### config.mk
export PLATFORM = sky130hd
export DESIGN_NAME = product_accumulator
export DESIGN_NICKNAME = d
export VERILOG_FILES = /design/src/rtl/product_accumulator.sv
export SDC_FILE = /design/constraint.sdc
export NUM_CORES = 1
export LEC_CHECK = 0
export CAP_MARGIN = 10
export CORE_ASPECT_RATIO = 0.9
export CORE_MARGIN = 2
export CORE_UTILIZATION = 40
export DETAILED_ROUTE_END_ITERATION = 6
export GPL_TIMING_DRIVEN = 1
export PLACE_DENSITY = 0.73
export SETUP_SLACK_MARGIN = 0.1
export SYNTH_ARGS = -nofsm -noshare
export SYNTH_HDL_FRONTEND = slang
export SYNTH_SLANG_ARGS = --single-unit
### constraint.sdc
create_clock -name clk -period 4.3 [get_ports clk]
set_input_delay 0.86 -clock clk [delete_from_list [all_inputs] [get_ports clk]]
set_output_delay 0.86 -clock clk [all_outputs]
set_load 0.03 [all_outputs]
### src/rtl/product_accumulator.sv
// product_accumulator: sums a run of `len` unsigned products from an
// upstream array multiplier and presents the total with a valid/ready
// handshake.
// The ACC_W >= M+N requirement is not enforced in the RTL itself.
// Optional build macro PRODUCT_ACCUMULATOR_SATURATE_EN: an overflowing
// addition clamps out_acc to all-ones for the rest of the run. Without it,
// out_acc wraps modulo 2^ACC_W. The overflow flag behaves the same either way.
module product_accumulator #(
    parameter int unsigned M     = 32,
    parameter int unsigned N     = 32,
    parameter int unsigned ACC_W = M + N + 8
) (
    input  logic             clk,
    input  logic             rst_n,
    input  logic             start,
    input  logic [7:0]       len,
    input  logic             in_valid,
    output logic             in_ready,
    input  logic [M+N-1:0]   in_product,
    output logic             out_valid,
    input  logic             out_ready,
    output logic [ACC_W-1:0] out_acc,
    output logic [7:0]       out_count,
    output logic             overflow,
    output logic             busy
);

    typedef enum logic [1:0] {
        IDLE,
        ACC,
        HOLD
    } state_t;

    state_t           state_q, state_d;
    logic [ACC_W-1:0] acc_q, acc_d;
    logic [7:0]       count_q, count_d;
    logic [7:0]       rem_q, rem_d;
    logic             ovf_q, ovf_d;
    logic [ACC_W:0]   sum;
    logic             carry;

    // One-bit-wider adder so the carry out of ACC_W bits is visible.
    always_comb begin
        sum   = {1'b0, acc_q} + (ACC_W + 1)'(in_product);
        carry = sum[ACC_W];
    end

    // Next-state and datapath update for the IDLE/ACC/HOLD controller.
    always_comb begin
        state_d = state_q;
        acc_d   = acc_q;
        count_d = count_q;
        rem_d   = rem_q;
        ovf_d   = ovf_q;
        case (state_q)
            IDLE: begin
                if (start) begin
                    acc_d   = '0;
                    count_d = '0;
                    ovf_d   = 1'b0;
                    rem_d   = len;
                    state_d = (len == 8'd0) ? HOLD : ACC;
                end
            end
            ACC: begin
                if (in_valid) begin
                    count_d = count_q + 8'd1;
                    rem_d   = rem_q - 8'd1;
                    if (carry) begin
                        ovf_d = 1'b1;
                    end
`ifdef PRODUCT_ACCUMULATOR_SATURATE_EN
                    // Once clamped, stay clamped even if a later add is zero.
                    if (carry || ovf_q) begin
                        acc_d = '1;
                    end else begin
                        acc_d = sum[ACC_W-1:0];
                    end
`else
                    acc_d = sum[ACC_W-1:0];
`endif
                    if (rem_q == 8'd1) begin
                        state_d = HOLD;
                    end
                end
            end
            HOLD: begin
                if (out_ready) begin
                    state_d = IDLE;
                end
            end
            default: state_d = IDLE;
        endcase
    end

    // State and datapath registers with asynchronous active-low reset.
    always_ff @(posedge clk or negedge rst_n) begin
        if (!rst_n) begin
            state_q <= IDLE;
            acc_q   <= '0;
            count_q <= '0;
            rem_q   <= '0;
            ovf_q   <= 1'b0;
        end else begin
            state_q <= state_d;
            acc_q   <= acc_d;
            count_q <= count_d;
            rem_q   <= rem_d;
            ovf_q   <= ovf_d;
        end
    end

    assign in_ready  = (state_q == ACC);
    assign out_valid = (state_q == HOLD);
    assign busy      = (state_q != IDLE);
    assign out_acc   = acc_q;
    assign out_count = count_q;
    assign overflow  = ovf_q;

endmodule

==> metrics.md, run 1 <==
| Metric | Value |
|---|---|
| DRT Pass-1 Iters | `5` |
| Arrival @ worst endpoint | `~4.0 ns` |
| Measured slew at the worst slew-check pin | `just under 1 ns` |
| Synth Net Count | `between 1000 and 1500` |
| Initial antenna violation count | `0` |
| Final setup TNS | `0 ns` |
| Pin count of the biggest net entering global routing | `73` |
| Total grt overflow | `0` |
| Flop pwr share | `around a fifth` |
| Antenna diodes | `0` |
| Sequential element share of the synthesized area | `roughly 30%` |
| IO Pins | `about 160` |
| GP Congestion | `about 0.9` |
| Layout area overhead | `27.8%` |
| WP data required | `4.51 ns` |
| Residual DRC | `0` |
| Die Wd | `149 um` |
| Synth top area share | `between 20 and 30%` |
| Final WL | `around 22000 um` |
| Unrepaired setup endpoints after global routing | `no` |
| Netlist Area Pre-Place | `around 7600 um2` |
| Startpoint Class | `input port` |
| Core Area | `approximately 19000 um2` |
| Site Rows | `47` |
| Final net count | `approximately 1200` |
| Crit end category | `flip-flop` |
| Commonest cells in the netlist | `135 x nand2_1, 93 x o21ai_0, 91 x dfrtp_1` |
| H-tree Lvls | `3` |
| Post-synth ARST share | `100%` |
| Max Slew Vio Count | `0` |
| Yosys cell types | `between 70 and 80` |
| PwrDens | `706 nW/um2` |
| DRT iter0 DRCs | `between 400 and 500` |
| Worst slack, placed | `between 0.15 and 0.2 ns` |
| Die area | `roughly 20000 um2` |
| DRT antenna net count | `0` |
| Layout cells sized above 1 | `under 10%` |
| Peak supply drop | `approximately 350 uV` |
| Setup Crit Path Kind | `in2reg` |
| CTS tree | `yes` |
| WHS | `around 0.51 ns` |
| Hold path depth | `2` |
| Wire length per cell | `~17 um` |
| Clk network pwr share | `around an eighth` |
| Crit path max fanout | `5` |
| Worst-skew pair later-pin latency | `0.36 ns` |
| Yosys reg bits | `91` |
| Synthesized area per cell | `8.21 um2` |
| Root Buffer | `clkbuf_16` |
| Fmax | `approximately 0.26 GHz` |
| Top FF cell, synth | `dfrtp_1` |
| Yosys warns | `0` |
| Max Cap Viol | `0` |
| Slew headroom | `between 30% and 40%` |
| Vias in the first global route | `~7000` |
| Port bufs | `160` |
| Final period util | `88.2%` |
| Vias per std cell | `5.69` |
| Post-CTS resize count | `0` |
| Post-CTS setup buffers | `0` |
| Most instantiated library cell after synthesis | `nand2_1` |
| Final hold viol count | `0` |
| Worst clock skew | `0.0172 ns` |
| Die Ht | `between 100 and 150 um` |
| Initial Util | `41.0%` |
| Sinks on Clock Net | `91` |
| CTS Buffer Depth | `2` |
| Top post-synthesis cells by area | `dfrtp_1 30%, ha_1 11%, nand2_1 6.7%` |
| All-Layer GR Usage | `a little over a fifth` |
| Psw | `3.40 mW` |
| CTS Hold Bufs | `0` |
| Fin crit period | `about 3.8 ns` |
| Via count | `~7500` |
| EDFF count, synth | `0` |
| Clk slew on worst S/H paths | `around 0.070 ns` |
| Outcome | `completed` |
| Hold Path Class | `reg2reg` |
| Num CTS Buffers | `9` |
| Cells after Synth | `slightly above 900` |
| Comb power frac | `66.3%` |
| Int Pwr | `3.46 mW` |
| Cell taking the most area after synthesis | `dfrtp_1` |
| Final Setup Violations | `0` |
| First-pass GRT wire length | `35300 um` |
| Leakage | `around 4.2 nW` |
| Fin util | `between 50% and 60%` |
| Hpwl dp | `16400 um` |
| Setup ws final | `0.506 ns` |
| Sw frac | `between 40 and 50%` |
| Worst R2R Path Depth | `13` |
==> state kept, by name, summed over array words and instances (netlist names) <==
signal / flops
rem_q: 8
state_q: 2
overflow: 1
out_acc: 72
out_count: 8
==> critical path, stage by stage <==
cell and delay [ns]:
clkdlybuf4s50_1 0.40, ha_1 0.25, fa_1 0.42, a21o_1 0.20, and4_1 0.21, o21a_2 0.25
a21oi_1 0.14, buf_4 0.13, o21ai_4 0.09, a41oi_4 0.36, o2111a_1 0.36, nor3_4 0.09
a31oi_1 0.18, nor2_1 0.05
==> power groups by stage <==
stage	Combinational, mW	Sequential (mW)	Clock, mW
5_1_grt	4.98	1.51	0.888
2_1_floorplan	2.70	1.91	0
3_3_place_gp	4.45	1.48	0
4_1_cts	4.53	1.47	0.854
3_5_place_dp	4.51	1.48	0
6_report	4.55	1.47	0.839
==> kinds of logic after synthesis <==
group | Yosys count | synth area share (%)
XOR/XNOR | 63 | 7.26
AND/OR/NAND/NOR | 312 | 19.7
multiplexers | 4 | 0.527
AO/OA/AOI/OAI | 327 | 27.8
adder cells (fa/ha/maj) | 68 | 11.3
flip-flops | 91 | 29.9
buffers and inverters | 61 | 3.47
==> placed cells by master (no fill, tap or decap), types with 6 or more instances in the layout <==
cell,instances
a211oi_1,6
dfrtp_1,91
and3_1,9
nand2_1,135
nand3_1,22
a21o_1,36
o21bai_1,15
nor3_1,14
inv_1,16
clkbuf_16,9
o21a_1,8
o21ai_1,14
xor2_1,32
nor4_1,6
o21ai_0,93
nor2b_1,8
buf_4,14
a22o_1,7
nor4b_1,7
nand2b_1,9
nor2_1,56
ha_1,67
a21oi_1,80
xnor2_1,31
nand4_1,20
a31oi_1,12
clkdlybuf4s50_1,159
==> area by class of cell <==
type,count,area (um2)
fillers,1744,8810
multi-input cells,774,5070
flip-flops and latches,91,2280
repair buffers,173,1700
well taps,245,307
clock buffers,10,239
clock inverters,6,65.1
inverters,17,63.8
==> metal layers <==
metal,part of all wire [%],global-route usage (%)
met1,49,30.9
met2,44,34.0
met3,6.6,4.76
met4,0.94,4.29
met5,0,0
==> metrics by stage <==
| step | power (mW) | instances | area [um2] |
|---|---|---|---|
| after floorplan | 4.61 | 926 | 7600 |
| after global placement | 5.92 | 1300 | 9410 |
| after detailed placement | 5.99 | 1300 | 9410 |
| after CTS | 6.85 | 1316 | 9720 |
| after global routing | 7.38 | 1316 | 9720 |
| final | 6.86 | 1316 | 9720 |
==> path summary, 6_finish.rpt <==
kind / startpoint / endpoint / slack [ns]
worst min register to register: rem_q[4] / rem_q[4] / 0.51
worst max register to register: out_acc[0] / overflow / 1.01
worst min-delay path: rem_q[4] / rem_q[4] / 0.51
min in group asynchronous: rst_n / out_acc[26] / 0.66
max in group asynchronous: rst_n / out_acc[36] / 2.81
worst max-delay path: in_product[0] / overflow / 0.51
Power figures use the tool's default switching activity.
==> inputs of run 2 (changes only) <==
--- a/config.mk
+++ b/config.mk
@@ -9,10 +9,12 @@
 export CORE_ASPECT_RATIO = 0.9
 export CORE_MARGIN = 2
 export CORE_UTILIZATION = 40
+export CTS_CLUSTER_SIZE = 16
 export DETAILED_ROUTE_END_ITERATION = 6
 export GPL_TIMING_DRIVEN = 1
 export PLACE_DENSITY = 0.73
 export SETUP_SLACK_MARGIN = 0.1
+export SLEW_MARGIN = 5
 export SYNTH_ARGS = -nofsm -noshare
 export SYNTH_HDL_FRONTEND = slang
 export SYNTH_SLANG_ARGS = --single-unit
==> results of run 2 <==
Same layout as run 1: the final DEF is identical, and so are final timing and power.
